## src/rtl/regfile_wr_arb_if.sv

```systemverilog
// Write-back request/grant bundle between the requesters and the register-file write arbiter.
// Latency: none, pure signal grouping.
// Backpressure: per-requester req_rdy grant; the write port itself never stalls.
//
// Signals:
//   hold      : blocks new grants while high
//   req_vld   : per-requester request valid (bit k = requester k)
//   req_addr  : per-requester destination register, slice k = requester k
//   req_data  : per-requester write data, slice k = requester k
//   req_rdy   : per-requester grant, a request is consumed on vld & rdy
//   we/wa/wd  : register-file write port
//   pend_vec  : bit i high while a write to register i is outstanding
// Modports: slave = arbiter view, master = requester / register-file view.
interface regfile_wr_arb_if #(
    parameter int REGS_PTR_W = 5,
    parameter int REGS_NUM   = 32,
    parameter int REG_SIZE   = 32,
    parameter int NUM_REQ    = 3
);
    logic                             hold;
    logic [NUM_REQ-1:0]               req_vld;
    logic [NUM_REQ*REGS_PTR_W-1:0]    req_addr;
    logic [NUM_REQ*REG_SIZE-1:0]      req_data;
    logic [NUM_REQ-1:0]               req_rdy;
    logic                             we;
    logic [REGS_PTR_W-1:0]            wa;
    logic [REG_SIZE-1:0]              wd;
    logic [REGS_NUM-1:0]              pend_vec;

    modport slave (
        input  hold, req_vld, req_addr, req_data,
        output req_rdy, we, wa, wd, pend_vec
    );

    modport master (
        output hold, req_vld, req_addr, req_data,
        input  req_rdy, we, wa, wd, pend_vec
    );
endinterface

```

## src/rtl/regfile_wr_arb.sv

```systemverilog
// Round-robin arbiter funnelling NUM_REQ write-back requests into one register-file write port.
// Latency: grant in cycle T appears as we/wa/wd in cycle T+1 (fixed, 1 cycle).
// Backpressure: one req_rdy per cycle, none while hold or rst; the write port never stalls grants.
//
// Ports:
//   clk  : clock, all state on rising edge
//   rst  : synchronous active-high reset
//   bus  : regfile_wr_arb_if.slave (hold, req_vld/addr/data in; req_rdy, we/wa/wd, pend_vec out)
module regfile_wr_arb #(
    parameter int REGS_PTR_W     = 5,
    parameter int REGS_NUM       = 32,
    parameter int REG_SIZE       = 32,
    parameter int NUM_REQ        = 3,
    parameter int ZERO_HARDWIRED = 1
) (
    input  logic                  clk,
    input  logic                  rst,
    regfile_wr_arb_if.slave       bus
);
    // A single requester still needs a 1-bit pointer to keep the code uniform.
    localparam int LG_W = (NUM_REQ > 1) ? $clog2(NUM_REQ) : 1;

    logic [LG_W-1:0]       last_grant;
    logic                  gnt_any;
    logic [LG_W-1:0]       gnt_idx;
    logic [NUM_REQ-1:0]    gnt_vec;
    logic [REGS_PTR_W-1:0] gnt_addr;
    logic [REG_SIZE-1:0]   gnt_data;
    logic                  gnt_zero;

    logic                  we_q;
    logic [REGS_PTR_W-1:0] wa_q;
    logic [REG_SIZE-1:0]   wd_q;
    logic [REGS_NUM-1:0]   pend;

    // Scan requesters starting one past the last winner; first valid one wins.
    always_comb begin
        int idx;
        idx     = 0;
        gnt_any = 1'b0;
        gnt_idx = '0;
        gnt_vec = '0;
        for (int i = 0; i < NUM_REQ; i++) begin
            idx = (int'(last_grant) + 1 + i) % NUM_REQ;
            if (!gnt_any && bus.req_vld[idx] && !bus.hold && !rst) begin
                gnt_any = 1'b1;
                gnt_idx = LG_W'(idx);
            end
        end
        if (gnt_any) begin
            gnt_vec[gnt_idx] = 1'b1;
        end
    end

    assign gnt_addr    = bus.req_addr[gnt_idx*REGS_PTR_W +: REGS_PTR_W];
    assign gnt_data    = bus.req_data[gnt_idx*REG_SIZE +: REG_SIZE];
    assign gnt_zero    = (ZERO_HARDWIRED != 0) && (gnt_addr == '0);
    assign bus.req_rdy = gnt_vec;

    // Output stage. A grant to the hardwired-zero register is consumed but
    // produces no write; wa/wd keep their last real write in that case.
    always_ff @(posedge clk) begin
        if (rst) begin
            last_grant <= LG_W'(NUM_REQ - 1);
            we_q       <= 1'b0;
            wa_q       <= '0;
            wd_q       <= '0;
        end else if (gnt_any) begin
            last_grant <= gnt_idx;
            if (gnt_zero) begin
                we_q <= 1'b0;
            end else begin
                we_q <= 1'b1;
                wa_q <= gnt_addr;
                wd_q <= gnt_data;
            end
        end else begin
            we_q <= 1'b0;
        end
    end

    assign bus.we = we_q;
    assign bus.wa = wa_q;
    assign bus.wd = wd_q;

    // Outstanding writes: anything still requesting plus the write in flight.
    always_comb begin
        pend = '0;
        for (int i = 0; i < REGS_NUM; i++) begin
            for (int k = 0; k < NUM_REQ; k++) begin
                if (bus.req_vld[k] &&
                    (bus.req_addr[k*REGS_PTR_W +: REGS_PTR_W] == REGS_PTR_W'(i))) begin
                    pend[i] = 1'b1;
                end
            end
            if (we_q && (wa_q == REGS_PTR_W'(i))) begin
                pend[i] = 1'b1;
            end
        end
        if (ZERO_HARDWIRED != 0) begin
            pend[0] = 1'b0;
        end
    end

    assign bus.pend_vec = pend;
endmodule
```

## src/flat_wrapper.sv

```systemverilog
// flat-port wrapper written by rule: the top's interface ports become plain ports
module regfile_wr_arb_flat 
#(
    parameter int REGS_PTR_W     = 5,
    parameter int REGS_NUM       = 32,
    parameter int REG_SIZE       = 32,
    parameter int NUM_REQ        = 3,
    parameter int ZERO_HARDWIRED = 1
)
  (clk, rst, bus_hold, bus_req_vld, bus_req_addr, bus_req_data, bus_req_rdy, bus_we, bus_wa, bus_wd, bus_pend_vec);
  regfile_wr_arb_if #(.REGS_PTR_W(REGS_PTR_W), .REGS_NUM(REGS_NUM), .REG_SIZE(REG_SIZE), .NUM_REQ(NUM_REQ)) bus_i ();
  input  logic clk;
  input  logic rst;
  input wire logic [$bits(bus_i.hold)-1:0] bus_hold;
  input wire logic [$bits(bus_i.req_vld)-1:0] bus_req_vld;
  input wire logic [$bits(bus_i.req_addr)-1:0] bus_req_addr;
  input wire logic [$bits(bus_i.req_data)-1:0] bus_req_data;
  output wire logic [$bits(bus_i.req_rdy)-1:0] bus_req_rdy;
  output wire logic [$bits(bus_i.we)-1:0] bus_we;
  output wire logic [$bits(bus_i.wa)-1:0] bus_wa;
  output wire logic [$bits(bus_i.wd)-1:0] bus_wd;
  output wire logic [$bits(bus_i.pend_vec)-1:0] bus_pend_vec;
  assign bus_i.hold = bus_hold;
  assign bus_i.req_vld = bus_req_vld;
  assign bus_i.req_addr = bus_req_addr;
  assign bus_i.req_data = bus_req_data;
  assign bus_req_rdy = bus_i.req_rdy;
  assign bus_we = bus_i.we;
  assign bus_wa = bus_i.wa;
  assign bus_wd = bus_i.wd;
  assign bus_pend_vec = bus_i.pend_vec;
  regfile_wr_arb #(.REGS_PTR_W(REGS_PTR_W), .REGS_NUM(REGS_NUM), .REG_SIZE(REG_SIZE), .NUM_REQ(NUM_REQ), .ZERO_HARDWIRED(ZERO_HARDWIRED)) u_core (.clk(clk), .rst(rst), .bus(bus_i));
endmodule
```

## config.mk

```make
export PLATFORM = sky130hd
export DESIGN_NAME = regfile_wr_arb_flat
export DESIGN_NICKNAME = d
export VERILOG_FILES = /design/src/rtl/regfile_wr_arb_if.sv /design/src/rtl/regfile_wr_arb.sv /design/src/flat_wrapper.sv
export SDC_FILE = /design/constraint.sdc
export NUM_CORES = 1
export LEC_CHECK = 0
export BUFFER_PORTS_ARGS = -buffer_cell sky130_fd_sc_hd__buf_4
export CAP_MARGIN = 20
export CORE_ASPECT_RATIO = 1.5
export CORE_MARGIN = 8
export CORE_UTILIZATION = 43
export CTS_BUF_LIST = sky130_fd_sc_hd__clkbuf_2 sky130_fd_sc_hd__clkbuf_4 sky130_fd_sc_hd__clkbuf_8
export DETAILED_ROUTE_END_ITERATION = 8
export MAX_ROUTING_LAYER = met4
export PLACE_DENSITY = 0.89
export RECOVER_POWER = 100
export SLEW_MARGIN = 20
export SYNTH_ARGS = -nofsm -noshare
export SYNTH_HDL_FRONTEND = slang
export SYNTH_SLANG_ARGS = --single-unit
```

## constraint.sdc

```tcl
create_clock -name clk -period 2.6 [get_ports clk]
set_input_delay 0.26 -clock clk [delete_from_list [all_inputs] [get_ports clk]]
set_output_delay 0.26 -clock clk [all_outputs]
set_load 0.1 [all_outputs]
```

==> impl_summary.md, run 1 <==
CTS
The clock passes through at most 2 buffers. The buffer type at the clock tree root is clkbuf_8. The number of hold buffers added after cts is 0. TritonCTS built the clock tree. The number of levels the H-tree was split into is 2. The clock slew at the register clock pins of the worst setup and hold paths is 0.09 ns. At the later pin of the worst-skew pair, clock insertion delay measures 0.30 ns. The number of sinks on the clock net is 40. The CTS buffer count is 5.

Placement
In this run the tool buffered the top-level ports with 188 buffer cells. The total placed cells including tap cells is 760. The placer congestion estimate is 0.989.

The placed standard-cell area is 0.00558 mm2. Detailed placement ended at an HPWL of 13900 um.

Logic synthesis
The synthesized netlist devotes 24.1% of its cell area to compound gates. In the synthesized netlist the dominant register cell turns out to be dfxtp_1. The synthesized netlist devotes 0.688% of its cell area to adder and majority cells. After synthesis, the largest area contributor takes up 22.0% of total cell area.

The synthesized netlist occupies a cell area of 0.00364 mm2. Ranked by instance count, the synthesized netlist is headed by 56 x nand2_1, 44 x nor2b_1, 40 x dfxtp_1, 36 x mux2i_1, 35 x o21ai_0. The cell count after synthesis is 471. The post-synthesis mux area share is 20.8%. The share of synthesized registers carrying an async set or reset is 0%.

The number of synthesized flops with an enable pin is 0. The largest family of logic cells by synthesized area is simple AND/OR/NAND/NOR gates. Yosys instantiated no cell more often than nand2_1. Synthesis produced a netlist with a net count of 590. The share of synthesized area occupied by flip-flops and latches is 22.0%. Summing the areas of all xor and xnor instances in the mapped netlist gives 0% of the synthesized area. The Yosys warning count is 0. Counting distinct cell types in the post-synthesis netlist gives 53. By area the synthesized netlist is led by dfxtp_1 22%, mux2i_1 9.9%, nor2b_1 7.6%, nand2_1 5.8%, mux2_2 5.6%. After synthesis the netlist holds a flip-flop and latch count of 40. After Yosys synthesis, and, or, nand and nor cells account for 25.7% of the synthesized area.

The cell type with the largest total area after synthesis is dfxtp_1. Each instance of the synthesized netlist takes up on average 7.73 um2.

Floorplanning
The floorplan step defined a die boundary enclosing 0.0117 mm2. The die boundary height is 129 um. The area of the core is 0.00831 mm2. The die boundary width is 91.1 um. Once the floorplan was initialized, standard cells occupied 43.8% of the core. For this design the top-level I/O count stands at 190. The number of placement rows is 41.

STA
Setup repair after global routing could not meet its margin everywhere. Based on the critical path, the design can be clocked at up to 356 MHz. The post-layout worst setup margin is -0.208 ns. On the final layout, the worst hold slack is 0.324 ns. The final count of pins violating max slew came to 0. The final count of hold timing violations is 0. The final count of negative-setup-slack endpoints is 40. Measured against its own limit, the worst slew margin works out to 15.4%.

The clock period minus final worst setup slack is 2.81 ns. The portion of the clock cycle consumed by the worst path in the final layout is 108%. The worst clock skew is 0.00374 ns.

The transition time at the pin with the least slew margin is 1.27 ns.

Pwr
The net switching power figure is 3.38 mW. The post-route total power is 5.54 mW. Of the total power, registers draw 19.9%.

The power density over the cells is 923 mW/mm2. The cell-internal power is 2.16 mW. The analysis attributes to cell leakage a power of 2.49 nW. The fraction of power spent switching nets is 61.0%.

The peak supply drop is 0.787 mV. The clock network is responsible for 7.8% of the overall power. The combinational cell fraction of total power is 72.3%.

Run
Max-cap violations in this run came to 0.

Setup path
The type of the worst setup path is reg -> out. For the worst setup path, the data arrival time is 2.55 ns. The required arrival time at the worst endpoint is 2.34 ns.

STA classifies the critical path startpoint as a register. The capturing element type of the critical path is an output port. The largest driver fanout on the critical path is 10.

Routing
The remaining number of nets flagged by the antenna check after routing is 0. The detailed-routing iteration count for the pre-antenna-repair pass is 5. The final route contains 5082 vias. The average wire length per cell after detail routing is 27.0 um. The number of remaining DRC errors is 0. Dividing the detail-routed via count by the number of cells gives 6.47. After detailed routing, the total wire length is 21300 um. The detailed router's first-iteration violation count is 513.

Finish
The number of standard cells in the final layout excluding fillers is 786. At the end of the flow, the number of nets in the layout was 797. The area used by sequential logic in the layout is 823 um2. From synthesis to final layout, the design area changed by 65.1%.

In the final layout, the share of cells above drive strength 1 is 45.1%. At the end of the flow the core is filled with cells to 72.3%. After routing the design area is 0.00601 mm2. The number of antenna repair diodes is 0.

The combined area of the multi-input logic cells is 0.00311 mm2. The filler cell count in the final layout is 610.

GRT
The first-pass GRT wire length is 28700 um. Global routing used 32.2% of the available tracks across all layers. The total overflow left after global routing is 0.

The number of antenna violations at the first check in global routing came to 0. The maximum number of pins on one net before global-route repair is 35. The via count of the first global-routing pass was 5306.

Worst hold path
In this run the worst hold path is classified as in -> reg.

Status
The flow ran to the end, but the final reports show violations. The checks that failed: negative setup slack.
==> cell type report <==
| class | instances | area share, % |
|---|---|---|
| well taps | 107 | 2.23 |
| clock buffers | 5 | 1.15 |
| repair buffers | 236 | 30.1 |
| inverters | 11 | 0.729 |
| clock inverters | 3 | 0.312 |
| flip-flops and latches | 40 | 13.7 |
| multi-input cells | 384 | 51.8 |
==> through the flow <==
stage	TNS (ns)	setup WS, ns
5_1_grt	-8.98	-0.279
6_report	-6.70	-0.208
3_5_place_dp	-10.72	-0.353
3_3_place_gp	-6.88	-0.237
2_1_floorplan	-1.61	-0.365
4_1_cts	-1.70	-0.0791
==> layer usage <==
metal	GRT usage, %	vias to the layer above	part of all wire (%)
li1	-	2143	-
met1	30.8	2349	34
met2	56.9	473	50
met3	6.00	117	8.8
met4	23.7	0	7.6
met5	-	-	0
==> sequential cells by signal (all words and copies together) (netlist names) <==
register / cells
u_core.last_grant: 2
u_core.bus.we: 1
u_core.bus.wd: 32
u_core.bus.wa: 5
==> power by group through the flow <==
stage / registers (mW) / clock network, mW / logic, mW
floorplan: 2.56 / 0 / 1.32
finish: 1.10 / 0.433 / 4.01
detailed placement: 1.08 / 0 / 3.68
CTS: 1.08 / 0.418 / 3.95
global route: 1.11 / 0.456 / 4.10
global placement: 1.08 / 0 / 3.63
==> worst paths after layout <==
check / startpoint / slack (ns) / to / cells past startpoint
setup / recovery: u_core.last_grant[0]$_SDFFE_PP0P_ / -0.21 / bus_req_rdy[0] / 11
hold / removal: bus_req_data[78] / 0.32 / u_core.bus.wd[14]$_SDFFE_PP0P_ / 4
setup reg to reg: u_core.last_grant[0]$_SDFFE_PP0P_ / -0.20 / u_core.bus.wd[10]$_SDFFE_PP0P_ / 13
hold reg to reg: u_core.bus.wa[4]$_SDFFE_PP0P_ / 0.56 / u_core.bus.wa[4]$_SDFFE_PP0P_ / 1
==> cells by family (layout without fill, tap and decap cells) <==
family / after synthesis / in the layout
and+or+nand+nor: 187 / 187
AOI/OAI and AO/OA: 126 / 126
muxes: 68 / 68
buffers and inverters: 47 / 255
DFF: 40 / 40
adders and majority gates: 2 / 2
other: 1 / 1
==> layout by cell type (no fill, tap or decap), types with 7 or more instances in the layout <==
cell      instances
buf_4           164
nand2_1          55
nor2b_1          42
clkbuf_1         38
o21ai_0          35
mux2i_1          35
nor2_1           33
mux2_4           32
dfxtp_1          32
a21oi_1          19
clkbuf_2         17
nand2b_1         12
o221ai_2         12
inv_1             7
nand4_1           7
nand3_1           7
==> repair_timing <==
action / CTS / global route
resized for setup: 51 / 24
pin swaps: 4 / 11
setup buffers: 5 / 8
cloned: 3 / 2
setup endpoints to repair: 41 / 40
==> critical path, cell delays in order, from the launching register on <==
cell	delay (ns)
dfxtp_2	0.34
inv_2	0.05
ha_4	0.27
buf_4	0.15
o211a_4	0.26
o21ai_2	0.20
buf_4	0.16
buf_4	0.10
nand3_2	0.09
buf_12	0.18
nor3_4	0.23
buf_12	0.20
Power figures use the tool's default switching activity.
==> inputs of run 2 (changes only) <==
--- a/config.mk
+++ b/config.mk
@@ -8,5 +8,5 @@
 export BUFFER_PORTS_ARGS = -buffer_cell sky130_fd_sc_hd__buf_4
 export CAP_MARGIN = 20
-export CORE_ASPECT_RATIO = 1.5
+export CORE_ASPECT_RATIO = 2
 export CORE_MARGIN = 8
 export CORE_UTILIZATION = 43
==> constraint.sdc (replaced) <==
create_clock -name clk -period 2.6 [get_ports clk]
set_input_delay 0.26 -clock clk [delete_from_list [all_inputs] [get_ports clk]]
set_output_delay 0.26 -clock clk [all_outputs]
set_load 0.02 [all_outputs]
==> run 2 against run 1 <==
The run still ends with negative setup slack left. Design area fell by 9.2%. First-iteration DRC count is 2.3% higher. Cell count down 2.4%. Global-route usage grew 0.44 points. Worst hold slack got worse by 0.036 ns. Via count shrank 2.1%. Largest cell class unchanged.
==> impl_summary.md, run 2 (synthesis results as in run 1) <==
GRT
The number of antenna violations at the first check in global routing came to 0. The overflow left after global routing is 0. The first global-routing pass estimated 28800 um of wire. Entering global routing, the biggest net connects 68 pins. The overall fraction of global-route tracks in use is 32.6%. The via count of the first global-routing pass came to 5157.

CTS
The tree is rooted in a clkbuf_8. The H-tree generated during clock tree synthesis spans 2 levels. The largest buffer count on any clock path is 2.

The TritonCTS clock tree is done. The CTS buffer count is 5. The number of hold buffers added after cts is 0.

The clock insertion delay at the later pin of the skew report is 0.31 ns. The number of sinks on the clock net is 40. The clock slew at the register clock pins of the worst setup and hold paths is 0.09 ns.

Routing
Using the TritonRoute via totals, the vias-per-cell ratio works out to 6.49. The routed via count is 4977. The wire length reported by the detailed router is 20100 um.

The number of remaining DRC errors is 0. The average wire length per cell after detail routing is 26.2 um. The count of nets left with antenna violations once routing finished came out at 0. The first routing iteration left 525 violations. The first detailed-routing pass took 7 iterations.

Finish
Compared with the post-synthesis result, the final layout area differs by 50.0%. The register with the most flip-flops in the layout has 32 of them. The filler cell count in the final layout is 678. The share of post-route cells with drive strength above 1 is 35.9%.

In the layout the commonest cells are 152 x buf_4, 65 x clkbuf_1, 55 x nand2_1, 43 x nor2b_1, 38 x dfxtp_1. Leaving out fill and tap cells, the most frequent cell in the layout is buf_4. The number of standard cells in the final layout excluding fillers is 767.

The final net count is 787. The number of antenna repair diodes is 0.

Floorplanning
The die boundary width is 81.0 um. The die covers 0.0118 mm2. The floorplan step set the die height to 146 um.

Once the floorplan was initialized, standard cells occupied 44.2% of the core. The number of placement rows is 47. The core region is 0.00823 mm2. For this design the top-level I/O count stands at 190.

STA
The highest attainable clock frequency is 353 MHz. The worst pin sits at a relative slew slack of 45.1%. For the pin with the worst max-slew slack, the measured transition is 0.817 ns. The worst clock skew is 0.00649 ns. The final count of hold timing violations is 0.

After layout, the minimum clock period comes to 2.84 ns. Setup repair after global routing could not meet its margin everywhere. Once routing completed, OpenROAD measured the worst setup slack at -0.235 ns. The final count of pins violating max slew is 0. Setup violations remaining at the end of the flow were counted as 40. The worst path uses 109% of the clock period.

Hold is met by 0.288 ns.

Setup path
The register-to-register setup slack is -0.24 ns. The largest driver fanout on the critical path is 8. For the worst setup path, the data required time is 2.80 ns. The capturing element type of the critical path is a register. At the worst endpoint, the arrival time is 3.03 ns. The largest single stage delay on the critical path is 0.43 ns. The largest individual stage delay along the critical path comes from the cell a221o_1. The critical path goes through inv_2, ha_4, a21oi_2, a221o_1, and2_4, o31ai_4, a311oi_2, a211oi_4, buf_6, buf_8, mux2_4.

The cell type group with the largest total delay on the critical path is compound AO/OA/AOI/OAI gates. The type of the worst setup path is reg -> reg. Counting both buffers and inverters, the worst setup path holds a total of 3. The worst setup path is launched from a register.

Placement
The detailed placer's ending HPWL is 14400 um. The total placed cells including tap cells is 747. The placer congestion estimate is 1.05.

The count of input and output buffers is 188.

Pwr
The peak supply drop is 0.488 mV. For this design the static power due to leakage is 2.21 nW. Dividing total power by cell area gives a power density of 677 mW/mm2.

Status
The checks that failed: negative setup slack. The flow ran to the end, but the final reports show violations.

Run
Max-cap violations in this run came to 0.

Worst hold path
The worst min-delay path category is in -> reg.
[run 2: cell types whose count changed in the layout (fill, tap and decap cells not counted), sizes merged]
cell,before,now
buf,178,160
bufbuf,1,0
clkbuf,62,72
clkinv,3,0
clkinvlp,0,2
[run 2: routing by layer]
| metal | GRT usage (%) | vias to the layer above | part of all wire [%] |
|---|---|---|---|
| met5 | - | - | 0 |
| met4 | 23.5 | 0 | 9.2 |
| met3 | 6.58 | 119 | 9.0 |
| met2 | 53.8 | 461 | 48 |
| met1 | 32.6 | 2283 | 34 |
| li1 | - | 2114 | - |
[run 2: report_power, final]
group / internal [mW] / total [mW] / switching, mW
combinational: 0.985 / 2.21 / 1.23
sequential: 0.840 / 1.03 / 0.187
clock: 0.215 / 0.456 / 0.241
total: 2.04 / 3.70 / 1.66
[run 2: stage by stage]
| stage | setup TNS, ns | area, um2 | utilization, % | setup WS [ns] | power [mW] |
|---|---|---|---|---|---|
| finish | -7.02 | 5460 | 66.3 | -0.235 | 3.70 |
| detailed placement | -10.16 | 5240 | 63.7 | -0.303 | 3.08 |
| global placement | -6.59 | 5240 | 63.7 | -0.198 | 3.02 |
| CTS | -2.52 | 5550 | 67.4 | -0.140 | 3.74 |
| floorplan | -0.998 | 3680 | - | -0.0746 | 2.23 |
| global route | -10.23 | 5460 | 66.3 | -0.321 | 3.82 |
[run 2: worst paths after layout]
| check | start | end | cells past startpoint |
|---|---|---|---|
| hold reg to reg | u_core.bus.wd[0]$_SDFFE_PP0P_ | u_core.bus.wd[0]$_SDFFE_PP0P_ | 2 |
| setup reg to reg | u_core.last_grant[0]$_SDFFE_PP0P_ | u_core.bus.wd[10]$_SDFFE_PP0P_ | 11 |
| setup / recovery | u_core.last_grant[0]$_SDFFE_PP0P_ | u_core.bus.wd[10]$_SDFFE_PP0P_ | 11 |
| hold / removal | bus_req_data[71] | u_core.bus.wd[7]$_SDFFE_PP0P_ | 4 |
[run 2: area by class of cell]
cell class	instances	area, um2	share of cell area [%]
inverter	11	43.8	0.803
timing repair buffer	226	1540	28.2
sequential	40	803	14.7
clock inverter	2	15.0	0.275
clock buffer	6	82.6	1.51
tap	98	123	2.25
multi-input combinational	384	2850	52.3
[run 2: worst reg2reg max path: stages, from the launching register on]
cell and delay [ns]:
dfxtp_2 0.35, inv_2 0.05, ha_4 0.31, a21oi_2 0.04, a221o_1 0.43, and2_4 0.23, o31ai_4 0.19, a311oi_2 0.17
a211oi_4 0.32, buf_6 0.16, buf_8 0.14, mux2_4 0.31
[run 2: timing repair]
item                       4_1_cts  5_1_grt
resized for setup               29       31
setup endpoints to repair       41       41
buffers inserted                 6        8
pin swaps                        8        9
gates cloned                     2        1
==> inputs of run 3 (changes only) <==
- PLACE_DENSITY: 0.89 -> 0.9
==> run 3 against run 2 <==
Sequential power is essentially flat. Total power rose by 2.2%. Combinational power up 5%. Count of clock-buffer cells in the layout fell by 1. Clock skew rose by 0.0051 ns. First-iteration DRC count decreased by 26%. Clock power shrank 8.6%. Sequential share of layout area shrank 0.35 points. The flow still finishes with violations (negative setup slack). Non-clock buffer count up 4. Cell count grew 0.39%.
==> impl_summary.md, run 3 (synthesis results as in run 1) <==
Floorplanning
The area of the core is 0.00823 mm2. The full die area is 0.0118 mm2. The die boundary width is 81.0 um. The boundary pin count is 190. Once the floorplan was initialized, standard cells occupied 44.2% of the core. The die boundary height is 146 um. The initialized floorplan defines 47 standard-cell rows.

Finish
For this run, the number of standard cells in the final layout without fillers is 770. The leading cell type in the layout, fill and taps excluded is buf_4. The share of post-route cells with drive strength above 1 is 36.3%. The area growth from synthesis to layout is 53.6%. The filler cell count in the final layout is 672. The net count of the finished layout is 791.

The number of antenna repair diodes is 0. The register with the most flip-flops in the layout has 32 of them. The top cell types in the final layout, fill and taps aside, are 145 x buf_4, 66 x clkbuf_1, 55 x nand2_1, 43 x nor2b_1, 38 x dfxtp_1. The finished cells cover 0.00559 mm2.

Setup path
STA classifies the critical path startpoint as a register. The arrival time of the worst setup path is 3.04 ns. The slowest stage of the critical path belongs to the cell nor3_1. The worst register-to-register path ends at u_core.bus.wd[6]$_SDFFE_PP0P_. For this run, the slowest stage of the critical path takes 0.44 ns. The worst register-to-register path begins at u_core.last_grant[1]$_SDFFE_PP1P_.

Traced cell by cell, the critical path runs through ha_4, buf_4, nor3_1, o21a_4, o31ai_2, a21o_1, a211oi_4, buf_6, buf_12, mux2_2. The worst setup path is captured at a register. For flop-to-flop paths, the worst setup slack is -0.24 ns.

The setup path with the least slack is of type reg -> reg. Along the worst path, the maximum fanout reaches 10. STA puts the critical path data required time at 2.80 ns.

The number of cell instances on the worst register-to-register path is 10.

Pwr
Dividing total power by cell area gives a power density of 676 mW/mm2. The net switching power figure is 1.67 mW. The clock network fraction of total power is 11.0%. For this design the static power due to leakage is 2.26 nW. The cell-internal power is 2.10 mW. The peak supply drop is 0.561 mV. Of the total power, the share spent switching nets is 44.3%. The post-route total power is 3.78 mW. Of the total power, registers draw 27.6%. The combinational cell fraction of total power is 61.4%.

CTS
The clock insertion delay at the later pin of the skew report is 0.31 ns. The CTS buffer count is 5. The TritonCTS clock tree is done.

The tree built by TritonCTS fans out to 40 sinks. The H-tree was split into 2 levels. In this run the deepest clock path goes through 2 buffers. The clock slew at the register clock pins of the worst setup and hold paths is 0.09 ns. The buffer type at the clock tree root is clkbuf_8. The number of hold buffers added after cts is 0.

STA
The final count of hold timing violations is 0. The post-layout worst setup margin is -0.244 ns. The worst clock skew is 0.0116 ns.

Setup repair after global routing could not meet its margin everywhere. The routed design could run at a clock period as short as 2.84 ns. The transition time at the pin with the least slew margin is 0.665 ns.

For this run, the top clock speed supported by timing is 352 MHz. The setup total negative slack is -6.97 ns. The final count of negative-setup-slack endpoints is 39. The portion of the clock cycle consumed by the worst path in the final layout is 109%. In this run the tightest slew margin relative to its limit is 55.5%. The final count of pins violating max slew came to 0.

Routing
The average wire length per cell after detail routing is 26.2 um. The number of remaining DRC errors is 0. The detailed router placed 5013 vias in this run.

The detailed-routing iteration count for the pre-antenna-repair pass is 7. The remaining number of nets flagged by the antenna check after routing is 0. The wire length reported by the detailed router is 20200 um. The detailed router finished its first iteration with 389 violations. Dividing the detail-routed via count by the number of cells gives 6.51.

Placement
Detailed placement finished with a half-perimeter wire length of 14300 um. At the end of routability-driven placement, the weighted congestion stood at 1.07. In this run the tool buffered the top-level ports with 188 buffer cells.

The worst setup slack after placement is -0.274 ns. Including well taps, the total number of placed cells is 746. Summing all placed instances gives a cell area of 0.00524 mm2.

GRT
The overflow left after global routing is 0. For met3 alone, demand over resource in global routing was 6.89%. Across every metal layer, demand over resource in global routing totals 32.7%.

Global routing consumed, on the met2 layer, 55.4% of the routing resources. The maximum number of pins on one net before global-route repair is 47. The first-pass GRT wire length is 28900 um.

The via count of the first global-routing pass is 5255. Global routing consumed, on the met1 layer, 31.9% of the routing resources. The number of antenna violations at the first check in global routing came to 0. The highest-utilization routing layer at the global route stage is met2.

Run
The tool flagged a number of max-cap violations equal to 0.

Worst hold path
The worst min-delay path category is in -> reg. The worst hold path terminates at u_core.bus.wd[4]$_SDFFE_PP0P_. The startpoint of the most critical hold path is bus_req_data[68].

Counting instances, the worst hold path has a depth of 4.

Status
The final reports fail on negative setup slack. The flow ran to the end, but the final reports show violations.
## run 3: cell count changes in the layout (fill, tap and decap cells not counted), moves of 3 or more
cell | previous run | this run
buf_4 | 152 | 145
mux2_2 | 2 | 7
mux2_4 | 30 | 25
buf_6 | 4 | 9
buf_12 | 2 | 5
## run 3: worst max-delay path by stage
stage	from	endpoint	slack, ns	cells past startpoint
2_1_floorplan	u_core.last_grant[0]$_SDFFE_PP0P_	u_core.bus.wd[25]$_SDFFE_PP0P_	-0.07	14
3_3_place_gp	u_core.last_grant[0]$_SDFFE_PP0P_	u_core.bus.wd[12]$_SDFFE_PP0P_	-0.13	10
3_5_place_dp	u_core.last_grant[0]$_SDFFE_PP0P_	u_core.bus.wd[17]$_SDFFE_PP0P_	-0.27	11
4_1_cts	u_core.last_grant[0]$_SDFFE_PP0P_	u_core.bus.wd[19]$_SDFFE_PP0P_	-0.11	11
5_1_grt	u_core.last_grant[0]$_SDFFE_PP0P_	u_core.bus.wd[10]$_SDFFE_PP0P_	-0.30	11
6_report	u_core.last_grant[1]$_SDFFE_PP1P_	u_core.bus.wd[6]$_SDFFE_PP0P_	-0.24	10
## run 3: repair_timing
item                       in CTS  in global routing
setup endpoints to repair      39                 40
resized for setup              43                 22
cloned                          4                  1
setup buffers                   7                  6
pin swaps                       9                 12
## run 3: layout make-up
cell class	instances	area, um2	share of cell area, %
Multi-Input combinational cell	384	2870	51.4
Timing Repair Buffer	230	1670	29.8
Sequential cell	40	803	14.4
Tap cell	98	123	2.19
Clock buffer	5	68.8	1.23
Inverter	11	43.8	0.784
Clock inverter	2	12.5	0.224
## run 3: stage by stage
step	hold slack [ns]	utilization, %
final	0.283	67.9
after global routing	0.291	67.9
after CTS	0.287	69.4
after detailed placement	0.578	63.6
after global placement	0.580	63.6
after floorplan	0.466	-
## run 3: power groups by stage
| stage | registers [mW] | clock network (mW) | logic (mW) |
|---|---|---|---|
| 6_report | 1.04 | 0.417 | 2.32 |
| 5_1_grt | 1.05 | 0.434 | 2.43 |
| 4_1_cts | 1.02 | 0.404 | 2.40 |
| 3_5_place_dp | 1.02 | 0 | 2.05 |
| 3_3_place_gp | 1.01 | 0 | 1.99 |
| 2_1_floorplan | 1.23 | 0 | 0.994 |
## run 3: per-layer routing
layer / up-vias / routed length, um
li1: 2125 / -
met1: 2306 / 6690
met2: 466 / 10100
met3: 116 / 1860
met4: 0 / 1530
met5: - / 0
## run 3: worst max-delay path: cells and delay by family (launching register included)
kind,cells,cell delay (ns)
DFF,1,0.36
adders and majority gates,1,0.27
AOI/OAI and AO/OA,4,0.83
and+or+nand+nor,1,0.44
muxes,1,0.33
buffers and inverters,3,0.48
